===== config.mk =====
export PLATFORM = sky130hd
export DESIGN_NAME = div_scheduler_flat
export DESIGN_NICKNAME = d
export VERILOG_FILES = /design/src/rtl/div_scheduler_pkg.sv /design/src/rtl/div_scheduler_if.sv /design/src/rtl/div_scheduler_rr_arbiter.sv /design/src/rtl/div_scheduler.sv /design/src/flat_wrapper.sv
export SDC_FILE = /design/constraint.sdc
export NUM_CORES = 1
export LEC_CHECK = 0
export ABC_AREA = 1
export BUFFER_PORTS_ARGS = -buffer_cell sky130_fd_sc_hd__buf_2
export CAP_MARGIN = 15
export CELL_PAD_IN_SITES_DETAIL_PLACEMENT = 2
export CELL_PAD_IN_SITES_GLOBAL_PLACEMENT = 2
export CORE_ASPECT_RATIO = 0.5
export CORE_MARGIN = 4
export CORE_UTILIZATION = 22
export DETAILED_ROUTE_END_ITERATION = 10
export GPL_TIMING_DRIVEN = 0
export PLACE_DENSITY = 0.91
export SLEW_MARGIN = 30
export SYNTH_ARGS = -nofsm -noshare
export SYNTH_HDL_FRONTEND = slang
export SYNTH_HIERARCHICAL = 1
export SYNTH_SLANG_ARGS = --single-unit
export TNS_END_PERCENT = 100

===== constraint.sdc =====
create_clock -name clk -period 3.4 [get_ports clk]
set_clock_uncertainty 0.2 [all_clocks]
set_input_delay 0.34 -clock clk [delete_from_list [all_inputs] [get_ports clk]]
set_output_delay 0.34 -clock clk [all_outputs]
set_load 0.05 [all_outputs]

===== src/rtl/div_scheduler_pkg.sv =====
// Shared synth datapath definitions for the divider scheduler.
package synth_pkg;

  localparam int unsigned DIV_OPND_W = 16;
  localparam int unsigned DIV_QUOT_W = 8;

  localparam logic [DIV_QUOT_W-1:0] DIV_ZERO_RESULT    = 8'hFF;
  localparam logic [DIV_QUOT_W-1:0] DIV_TIMEOUT_RESULT = 8'h00;

  typedef enum logic [1:0] {
    DivIdle = 2'd0,
    DivLoad = 2'd1,
    DivWait = 2'd2,
    DivResp = 2'd3
  } div_sched_state_t;

endpackage


===== src/rtl/div_scheduler_if.sv =====
// Requester-side and divider-side signals of the divider scheduler.
interface div_scheduler_if
  import synth_pkg::*;
#(
  parameter int unsigned NREQ = 4
);

  localparam int unsigned IdW = $clog2(NREQ);

  // Requester side
  logic [NREQ-1:0]            req_i;
  logic [NREQ*DIV_OPND_W-1:0] dividend_i;
  logic [NREQ*DIV_OPND_W-1:0] divisor_i;
  logic [NREQ-1:0]            ack_o;
  logic [DIV_QUOT_W-1:0]      result_o;
  logic                       err_o;
  logic                       busy_o;
  logic [IdW-1:0]             grant_id_o;

  // Divider side
  logic                       div_load_o;
  logic [DIV_OPND_W-1:0]      div_dividend_o;
  logic [DIV_OPND_W-1:0]      div_divisor_o;
  logic                       div_done_i;
  logic [DIV_QUOT_W-1:0]      div_quotient_i;

  // The scheduler itself
  modport slave (
    input  req_i, dividend_i, divisor_i, div_done_i, div_quotient_i,
    output ack_o, result_o, err_o, busy_o, grant_id_o,
    output div_load_o, div_dividend_o, div_divisor_o
  );

  // Requesters plus divider, i.e. the environment around the scheduler
  modport master (
    output req_i, dividend_i, divisor_i, div_done_i, div_quotient_i,
    input  ack_o, result_o, err_o, busy_o, grant_id_o,
    input  div_load_o, div_dividend_o, div_divisor_o
  );

endinterface


===== src/rtl/div_scheduler_rr_arbiter.sv =====
// Combinational round-robin arbiter: first active request at or above ptr, wrapping.
module rr_arbiter #(
  parameter int unsigned NREQ = 4
) (
  input  logic [NREQ-1:0]         req_i,
  input  logic [$clog2(NREQ)-1:0] ptr_i,
  output logic                    gnt_valid_o,
  output logic [$clog2(NREQ)-1:0] gnt_id_o
);

  localparam int unsigned IdW = $clog2(NREQ);

  // Walk NREQ slots starting at ptr_i; the first hit wins.
  always_comb begin
    int unsigned idx;
    idx         = 0;
    gnt_valid_o = 1'b0;
    gnt_id_o    = '0;
    for (int unsigned i = 0; i < NREQ; i++) begin
      idx = 32'(ptr_i) + i;
      if (idx >= NREQ) idx = idx - NREQ;
      if (!gnt_valid_o && req_i[IdW'(idx)]) begin
        gnt_valid_o = 1'b1;
        gnt_id_o    = IdW'(idx);
      end
    end
  end

endmodule


===== src/rtl/div_scheduler.sv =====
// Shares one sequential divider among NREQ requesters: round-robin grant, operand
// latch, divide-by-zero bypass and a completion watchdog.
module div_scheduler
  import synth_pkg::*;
#(
  parameter int unsigned NREQ    = 4,
  parameter int unsigned TIMEOUT = 32
) (
  input  logic           clk,
  input  logic           n_rst,
  div_scheduler_if.slave bus_io
);

  localparam int unsigned IdW = $clog2(NREQ);
  localparam int unsigned WdW = $clog2(TIMEOUT + 1);

  localparam logic [1:0] StIdle = DivIdle;
  localparam logic [1:0] StLoad = DivLoad;
  localparam logic [1:0] StWait = DivWait;
  localparam logic [1:0] StResp = DivResp;

  logic [1:0]            state_q, state_d;
  logic [IdW-1:0]        rr_ptr_q, rr_ptr_d;
  logic [IdW-1:0]        gid_q, gid_d;
  logic [DIV_OPND_W-1:0] dvd_q, dvd_d;
  logic [DIV_OPND_W-1:0] dvs_q, dvs_d;
  logic [DIV_QUOT_W-1:0] res_q, res_d;
  logic                  err_q, err_d;
  logic [WdW-1:0]        wdog_q, wdog_d;

  logic                  gnt_valid;
  logic [IdW-1:0]        gnt_id;
  logic [DIV_OPND_W-1:0] sel_dvd;
  logic [DIV_OPND_W-1:0] sel_dvs;

  rr_arbiter #(
    .NREQ(NREQ)
  ) u_arb (
    .req_i      (bus_io.req_i),
    .ptr_i      (rr_ptr_q),
    .gnt_valid_o(gnt_valid),
    .gnt_id_o   (gnt_id)
  );

  // Pick the winner's operand slices out of the packed requester buses.
  always_comb begin
    sel_dvd = '0;
    sel_dvs = '0;
    for (int unsigned k = 0; k < NREQ; k++) begin
      if (gnt_id == IdW'(k)) begin
        sel_dvd = bus_io.dividend_i[k*DIV_OPND_W +: DIV_OPND_W];
        sel_dvs = bus_io.divisor_i[k*DIV_OPND_W +: DIV_OPND_W];
      end
    end
  end

  // FSM next state, operand/result latching and watchdog.
  always_comb begin
    state_d  = state_q;
    rr_ptr_d = rr_ptr_q;
    gid_d    = gid_q;
    dvd_d    = dvd_q;
    dvs_d    = dvs_q;
    res_d    = res_q;
    err_d    = err_q;
    wdog_d   = wdog_q;
    case (state_q)
      StIdle: begin
        if (gnt_valid) begin
          gid_d = gnt_id;
          dvd_d = sel_dvd;
          dvs_d = sel_dvs;
          // A zero divisor never reaches the divider.
          if (sel_dvs == '0) begin
            res_d   = DIV_ZERO_RESULT;
            err_d   = 1'b1;
            state_d = StResp;
          end else begin
            state_d = StLoad;
          end
        end
      end
      StLoad: begin
        // Any done seen here belongs to nothing we issued; ignore it.
        wdog_d  = '0;
        state_d = StWait;
      end
      StWait: begin
        // Done takes priority over a simultaneous watchdog expiry.
        if (bus_io.div_done_i) begin
          res_d   = bus_io.div_quotient_i;
          err_d   = 1'b0;
          state_d = StResp;
        end else if (wdog_q == WdW'(TIMEOUT - 1)) begin
          res_d   = DIV_TIMEOUT_RESULT;
          err_d   = 1'b1;
          state_d = StResp;
        end else begin
          wdog_d = wdog_q + WdW'(1);
        end
      end
      StResp: begin
        rr_ptr_d = (gid_q == IdW'(NREQ - 1)) ? '0 : gid_q + IdW'(1);
        state_d  = StIdle;
      end
      default: state_d = StIdle;
    endcase
  end

  // State registers with synchronous active-low reset.
  always_ff @(posedge clk) begin
    if (!n_rst) begin
      state_q  <= StIdle;
      rr_ptr_q <= '0;
      gid_q    <= '0;
      dvd_q    <= '0;
      dvs_q    <= '0;
      res_q    <= '0;
      err_q    <= 1'b0;
      wdog_q   <= '0;
    end else begin
      state_q  <= state_d;
      rr_ptr_q <= rr_ptr_d;
      gid_q    <= gid_d;
      dvd_q    <= dvd_d;
      dvs_q    <= dvs_d;
      res_q    <= res_d;
      err_q    <= err_d;
      wdog_q   <= wdog_d;
    end
  end

  // Acknowledge decoded from registered state only.
  always_comb begin
    bus_io.ack_o = '0;
    if (state_q == StResp) bus_io.ack_o[gid_q] = 1'b1;
  end

  assign bus_io.result_o       = (state_q == StResp) ? res_q : '0;
  assign bus_io.err_o          = (state_q == StResp) && err_q;
  assign bus_io.busy_o         = (state_q != StIdle);
  assign bus_io.grant_id_o     = gid_q;
  assign bus_io.div_load_o     = (state_q == StLoad);
  assign bus_io.div_dividend_o = dvd_q;
  assign bus_io.div_divisor_o  = dvs_q;

endmodule

===== src/flat_wrapper.sv =====
// flat-port wrapper written by rule: the top's interface ports become plain ports
module div_scheduler_flat import synth_pkg::*;
#(
  parameter int unsigned NREQ    = 4,
  parameter int unsigned TIMEOUT = 32
)
  (clk, n_rst, bus_io_req_i, bus_io_dividend_i, bus_io_divisor_i, bus_io_div_done_i, bus_io_div_quotient_i, bus_io_ack_o, bus_io_result_o, bus_io_err_o, bus_io_busy_o, bus_io_grant_id_o, bus_io_div_load_o, bus_io_div_dividend_o, bus_io_div_divisor_o);
  div_scheduler_if #(.NREQ(NREQ)) bus_io_i ();
  input  logic clk;
  input  logic n_rst;
  input wire logic [$bits(bus_io_i.req_i)-1:0] bus_io_req_i;
  input wire logic [$bits(bus_io_i.dividend_i)-1:0] bus_io_dividend_i;
  input wire logic [$bits(bus_io_i.divisor_i)-1:0] bus_io_divisor_i;
  input wire logic [$bits(bus_io_i.div_done_i)-1:0] bus_io_div_done_i;
  input wire logic [$bits(bus_io_i.div_quotient_i)-1:0] bus_io_div_quotient_i;
  output wire logic [$bits(bus_io_i.ack_o)-1:0] bus_io_ack_o;
  output wire logic [$bits(bus_io_i.result_o)-1:0] bus_io_result_o;
  output wire logic [$bits(bus_io_i.err_o)-1:0] bus_io_err_o;
  output wire logic [$bits(bus_io_i.busy_o)-1:0] bus_io_busy_o;
  output wire logic [$bits(bus_io_i.grant_id_o)-1:0] bus_io_grant_id_o;
  output wire logic [$bits(bus_io_i.div_load_o)-1:0] bus_io_div_load_o;
  output wire logic [$bits(bus_io_i.div_dividend_o)-1:0] bus_io_div_dividend_o;
  output wire logic [$bits(bus_io_i.div_divisor_o)-1:0] bus_io_div_divisor_o;
  assign bus_io_i.req_i = bus_io_req_i;
  assign bus_io_i.dividend_i = bus_io_dividend_i;
  assign bus_io_i.divisor_i = bus_io_divisor_i;
  assign bus_io_i.div_done_i = bus_io_div_done_i;
  assign bus_io_i.div_quotient_i = bus_io_div_quotient_i;
  assign bus_io_ack_o = bus_io_i.ack_o;
  assign bus_io_result_o = bus_io_i.result_o;
  assign bus_io_err_o = bus_io_i.err_o;
  assign bus_io_busy_o = bus_io_i.busy_o;
  assign bus_io_grant_id_o = bus_io_i.grant_id_o;
  assign bus_io_div_load_o = bus_io_i.div_load_o;
  assign bus_io_div_dividend_o = bus_io_i.div_dividend_o;
  assign bus_io_div_divisor_o = bus_io_i.div_divisor_o;
  div_scheduler #(.NREQ(NREQ), .TIMEOUT(TIMEOUT)) u_core (.clk(clk), .n_rst(n_rst), .bus_io(bus_io_i));
endmodule

Yosys cells after proc, flatten, opt, wreduce, memory -nomap -nowiden
Cells that the tools add are included.
Storage, ports and cells
  flip-flop bits (word level): 53
  bits of input ports: 143
  output and inout bits: 49
  logic and storage cells: 109
Operators by class
  add/subtract/negate cells: 9
  $lt $le $gt $ge: 10
  equal/unequal tests: 13
  muxes and demuxes: 51
  reductions and logical operators: 18
Operators with widths (number)
  $mux W16: 8
  $mux W8: 5
  $mux W2: 13
  $logic_not A16 Y1: 1
  $pmux W8 S2: 1
  $lt A2 B3 Y1 const B: 5
  $mux W1: 13
  $mux W6: 2
  $pmux W6 S2: 1
  $eq A2 B2 Y1 const B: 5
  $ge A3 B3 Y1 const B: 3
  $bmux W1 S2: 4
  $pmux W2 S4: 1
  $sub A2 B1 Y2 const B: 4
  $add A2 B2 Y3 const B: 2
  $add A6 B1 Y6 const B: 1
  $eq A6 B5 Y1 const B: 1
  $reduce_bool A2 Y1: 3
  $logic_and A1 B1 Y1: 5
  $eq A2 B1 Y1 const B: 2
  $logic_not A2 Y1: 2
  $mux W4: 1
  $ne A2 B1 Y1 const B: 2
  $ne A2 B2 Y1 const B: 2
  11 further kinds: 14

Logic depth before layout (Yosys ltp)
  depth after elaboration: 23
  mapped depth: 23
  mapped depth without buffers: 22

Hierarchy
The synthesis kept the hierarchy.
By module, submodules not included
  div_scheduler: instances 1, cells each 455, area an instance 3066.7 um2, seq. area each 1061.0 um2
  rr_arbiter: instances 1, cells each 59, area an instance 319.1 um2, seq. area each 0.0 um2

Worst setup path after synthesis
OpenSTA, ideal clock, no wires.
  path kind: register -> register
  from: register u_core.rr_ptr_q[0]
  to: register u_core.res_q[7]
  library setup time: 0.115 ns
  arrival time: 2.311 ns
  data required time: 3.085 ns
  slack: 0.774 ns
  cell stages (with the launch flop): 24
  path buffers: 4
  period minus slack after synthesis: 2.626 ns
  cell sequence: dfxtp_1 > buf_6 > nand2_1 > nand2_4 > nand2_1 > nand2_1 > nor2_1 > nor2_2 > nand2_1 > nand2_1 > inv_1 > buf_4 > buf_4 > nand3_1 > nand4_1 > nor2_1 > nand2_1 > nor2_2 > nand2_1 > nand2_2 > buf_6 > nand3_1 > nand2_1 > nor2_1
Between the ends
  cells in the longest elaborated chain, start to end: 22
  elaborated cells between the ends (all ways): 49
  those cells by class: 7 x add/sub; 4 x order compare; 5 x eq/ne; 24 x mux; 9 x reduce/logical
RTL lines
  from (decl): RTL line div_scheduler.sv:23  | logic [IdW-1:0] rr_ptr_q, rr_ptr_d;
  from (signal assigned): RTL line div_scheduler.sv:123  | rr_ptr_q <= rr_ptr_d;
  parallel branches: the longest is 13 deep, another holds $add A2 B1 Y3
  $mux W2 (*): RTL line div_scheduler_rr_arbiter.sv:22  | if (!gnt_valid_o && req_i[IdW'(idx)]) begin
  via u_core.gnt_id[0]: RTL line div_scheduler.sv:32  | logic [IdW-1:0] gnt_id;
  $logic_not A2 Y1: RTL line div_scheduler.sv:50  | if (gnt_id == IdW'(k)) begin
  $mux W16 (3 in series): RTL line div_scheduler.sv:50
  $mux W16 (*): RTL line div_scheduler.sv:50
  $logic_not A16 Y1 (*): RTL line div_scheduler.sv:74  | if (sel_dvs == '0) begin
  $ne A2 B1 Y1 (no source line) (*)
  $reduce_and A4 Y1 (no source line) (*)
  to (signal assigned): RTL line div_scheduler.sv:127  | res_q <= res_d;
  to (decl): RTL line div_scheduler.sv:27  | logic [DIV_QUOT_W-1:0] res_q, res_d;
Mark *: on every way through the listed nets, which the timed path passes. The select of a mux whose other input is x is not followed.
A chain may end at the register's enable or synchronous reset.

Worst setup path after layout
  from: register u_core.rr_ptr_q[0]
  to: register u_core.res_q[5]
The elaborated chain is that of the path after synthesis.

==> results.yml <==
global_routing:
  grt_pass1_vias: 4789
  grt_overflow: 0
  grt_antenna_before_repair: 0
  grt_usage: 0.181
  grt_pass1_wl_um: 25300
  grt_max_degree: 17
critical_path:
  max_stage_delay_ns: 0.37
  cp_common_cell: "nand2_1"
  cp_cell_sequence: "buf_6, nand2_1, nand2_4, nand2_2, nand2_2, nor2_4, nand3_1, nand3_2, buf_6, nor2_2, buf_4, nand2_1, nand4_1, nor2_1, nand2_1, nor2_2, nand2_1, nand2_4, buf_6, a21oi_1, nor2_1"
  start_kind: "register"
  arrival_ns: 3.18
  end_kind: "register"
  path_max_fanout: 10
  critical-path-slowest-cell: "dfxtp_2"
  worstSetupPathType: "reg2reg"
  cp.required_ns: 3.39
timing:
  worst_pin_slew_ns: 0.566
  maxSlewHeadroom: 0.623
  final-hold-violation-count: 0
  fmax_mhz: 314
  fin_crit_sh: 0.937
  finalSetupViolations: 0
  maxSlewViolCount: 0
  tns_ns: 0
  period_minus_slack_ns: 3.19
logic_synthesis:
  yosys_warnings: 6
  netlist_area_um2: 3390
  synthCells: 514
  syn_area_per_cell_um2: 6.59
  syn-num-nets: 667
  ys_ff_latch: 53
  synth.distinct_cells: 32
  synth-seq-area-share: 0.313
route:
  drtAntennaViolNets: 0
  drt_iter0_markers: 214
  drc: 0
  drt_pass1_iterations: 4
  wl_per_cell_um: 17.9
  route.vias.total: 4368
  via_per_inst: 4.80
  drt-total-wl_um: 16300
placement:
  dp.final_hpwl_um: 13400
  place.gp.congestion: 0.822
  portBuffers: 189
  placed_area_um2: 4580
final_layout:
  area_growth_pct: 40.7
  n_fill_cell: 1846
  drive_gt1_frac: 0.345
  fin_nets: 863
  stdcell_area_um2: 4760
floorplan:
  design.core.area_um2: 14800
  fp.dieH_um: 95.7
  rows: 31
  num_io_pins: 192
  initial_core_util: 0.229
  die_area_um2: 17600
  dieWidth_um: 183
cts:
  clk_pin_slew_ns: 0.07
  cts_tree: "yes"
  cts_buffers: 5
  clockBufferDepth: 2
  hold_buffers: 0
  post-cts-setup-buffers: 0
  worstSkewPairLatency_ns: 0.30
  cts_root_buf: "clkbuf_16"
  h-tree-depth: 2
  clkSinkCount: 53
power:
  power_density_nw_per_um2: 993
  fin_total_pwr_mw: 4.73
  ir_drop_mv: 0.279
  p_leak_nw: 2.40
run_status:
  status: "completed"
worst_hold_path:
  hold_path_class: "in2reg"
flow_run:
  max_cap_violations: 0
==> what timing repair did <==
item                                    CTS  global route
endpoints found under the setup margin    1             9
resized for setup                         1            19
cloned                                    0             0
pin swaps                                 0             0
==> state kept, by name, summed over array words and instances, names as in the netlist <==
signal,flops
u_core/bus_io.div_dividend_o,16
u_core/bus_io.div_divisor_o,16
u_core/res_q,8
u_core/wdog_q,6
u_core/bus_io.grant_id_o,2
u_core/rr_ptr_q,2
u_core/state_q,2
u_core/err_q,1
==> kinds of logic (layout without fill, tap and decap cells) <==
group	count (synthesis)	count (layout)	synth area share
adder cells (fa/ha/maj)	10	10	0.0370
flip-flops	53	53	0.313
AND/OR/NAND/NOR	256	256	0.345
XOR/XNOR	1	1	0.00259
buffers and inverters	75	272	0.0935
other	0	1	0
AO/OA/AOI/OAI	119	119	0.208
==> cells in the final DEF, fill, tap and decap left out, types with 2 or more instances in the layout <==
cell	n
inv_1	35
nor3_1	3
clkinv_2	3
nand2_2	10
inv_2	4
nand2_1	100
buf_6	3
dfxtp_2	2
nand3_2	4
a221oi_1	7
a21oi_1	42
buf_2	193
clkbuf_2	2
a22o_1	16
o21ai_0	40
nor2_4	2
nor2_1	57
buf_1	3
dfxtp_1	51
clkbuf_16	5
a31oi_1	10
ha_1	10
nand2_4	4
nand4_1	17
clkbuf_1	17
nand3_1	52
nor2_2	5
buf_4	4
==> per-layer routing <==
layer / part of all wire / GRT usage / up-vias / routed length, µm
met2: 0.52 / 0.334 / 81 / 8460
met1: 0.42 / 0.219 / 2132 / 6830
met4: 0.023 / 0.0527 / 0 / 374
met3: 0.036 / 0.0294 / 25 / 588
li1: - / - / 2130 / -
met5: 0 / 0 / - / 0
==> worst max-delay path: cells and delay by family, from the launching register on <==
kind            cells  cell delay [ns]
flops               1             0.37
buf+inv             4             0.76
compound gates      1             0.13
simple gates       16             1.61
==> final cells by class <==
| class | count | area (µm²) | share of cell area |
|---|---|---|---|
| timing repair buffer | 189 | 946 | 0.199 |
| tap | 198 | 248 | 0.0520 |
| clock buffer | 5 | 125 | 0.0263 |
| multi-input combinational | 386 | 2030 | 0.425 |
| sequential | 53 | 1060 | 0.223 |
| inverter | 41 | 158 | 0.0331 |
| clock inverter | 3 | 17.5 | 0.00368 |
| buffer | 34 | 176 | 0.0370 |
| antenna | 1 | 2.50 | 0.000525 |
==> synth_stat cells, drive strengths merged <==
cell	number	area, µm²
nand3b	1	7.51
a22o	16	140
a21oi	43	219
a221oi	7	61.3
and3	1	6.26
o211a	1	10.0
nor2	64	260
clkinv	1	3.75
inv	40	150
o21ai	41	205
nor3	3	15.0
nand3	56	295
a31oi	10	62.6
ha	10	125
dfxtp	53	1060
clkbuf	19	71.3
buf	15	91.3
xor2	1	8.76
a21boi	1	7.51
nand4	17	106
nand2	114	478
==> metrics by stage <==
stage                util  hold WS [ns]  worst slack, ns  std cells
finish              0.322         0.111            0.214        910
global route        0.322         0.116          -0.0148        909
CTS                 0.320         0.109          0.00357        909
detailed placement  0.310         0.271           0.0179        901
global placement    0.310         0.262           0.0547        901
floorplan               -         0.243            0.774        514
==> report_power, final <==
part | switching [mW] | internal (mW)
combinational | 2.32 | 0.917
sequential | 0.129 | 0.854
clock | 0.242 | 0.271
==> worst paths after layout <==
check	startpoint	endpoint	slack, ns	cells after the start
worst min-delay path	bus_io_dividend_i[58]	u_core/bus_io.div_dividend_o[10]$_SDFFE_PN0P_	0.11	3
worst max-delay path	u_core/rr_ptr_q[0]$_SDFFE_PN0P_	u_core/res_q[5]$_SDFFE_PN0P_	0.21	21
worst max register to register	u_core/rr_ptr_q[0]$_SDFFE_PN0P_	u_core/res_q[5]$_SDFFE_PN0P_	0.21	21
worst min register to register	u_core/res_q[2]$_SDFFE_PN0P_	u_core/res_q[2]$_SDFFE_PN0P_	0.29	2
Note: power is estimated with default switching activity, not from simulation.
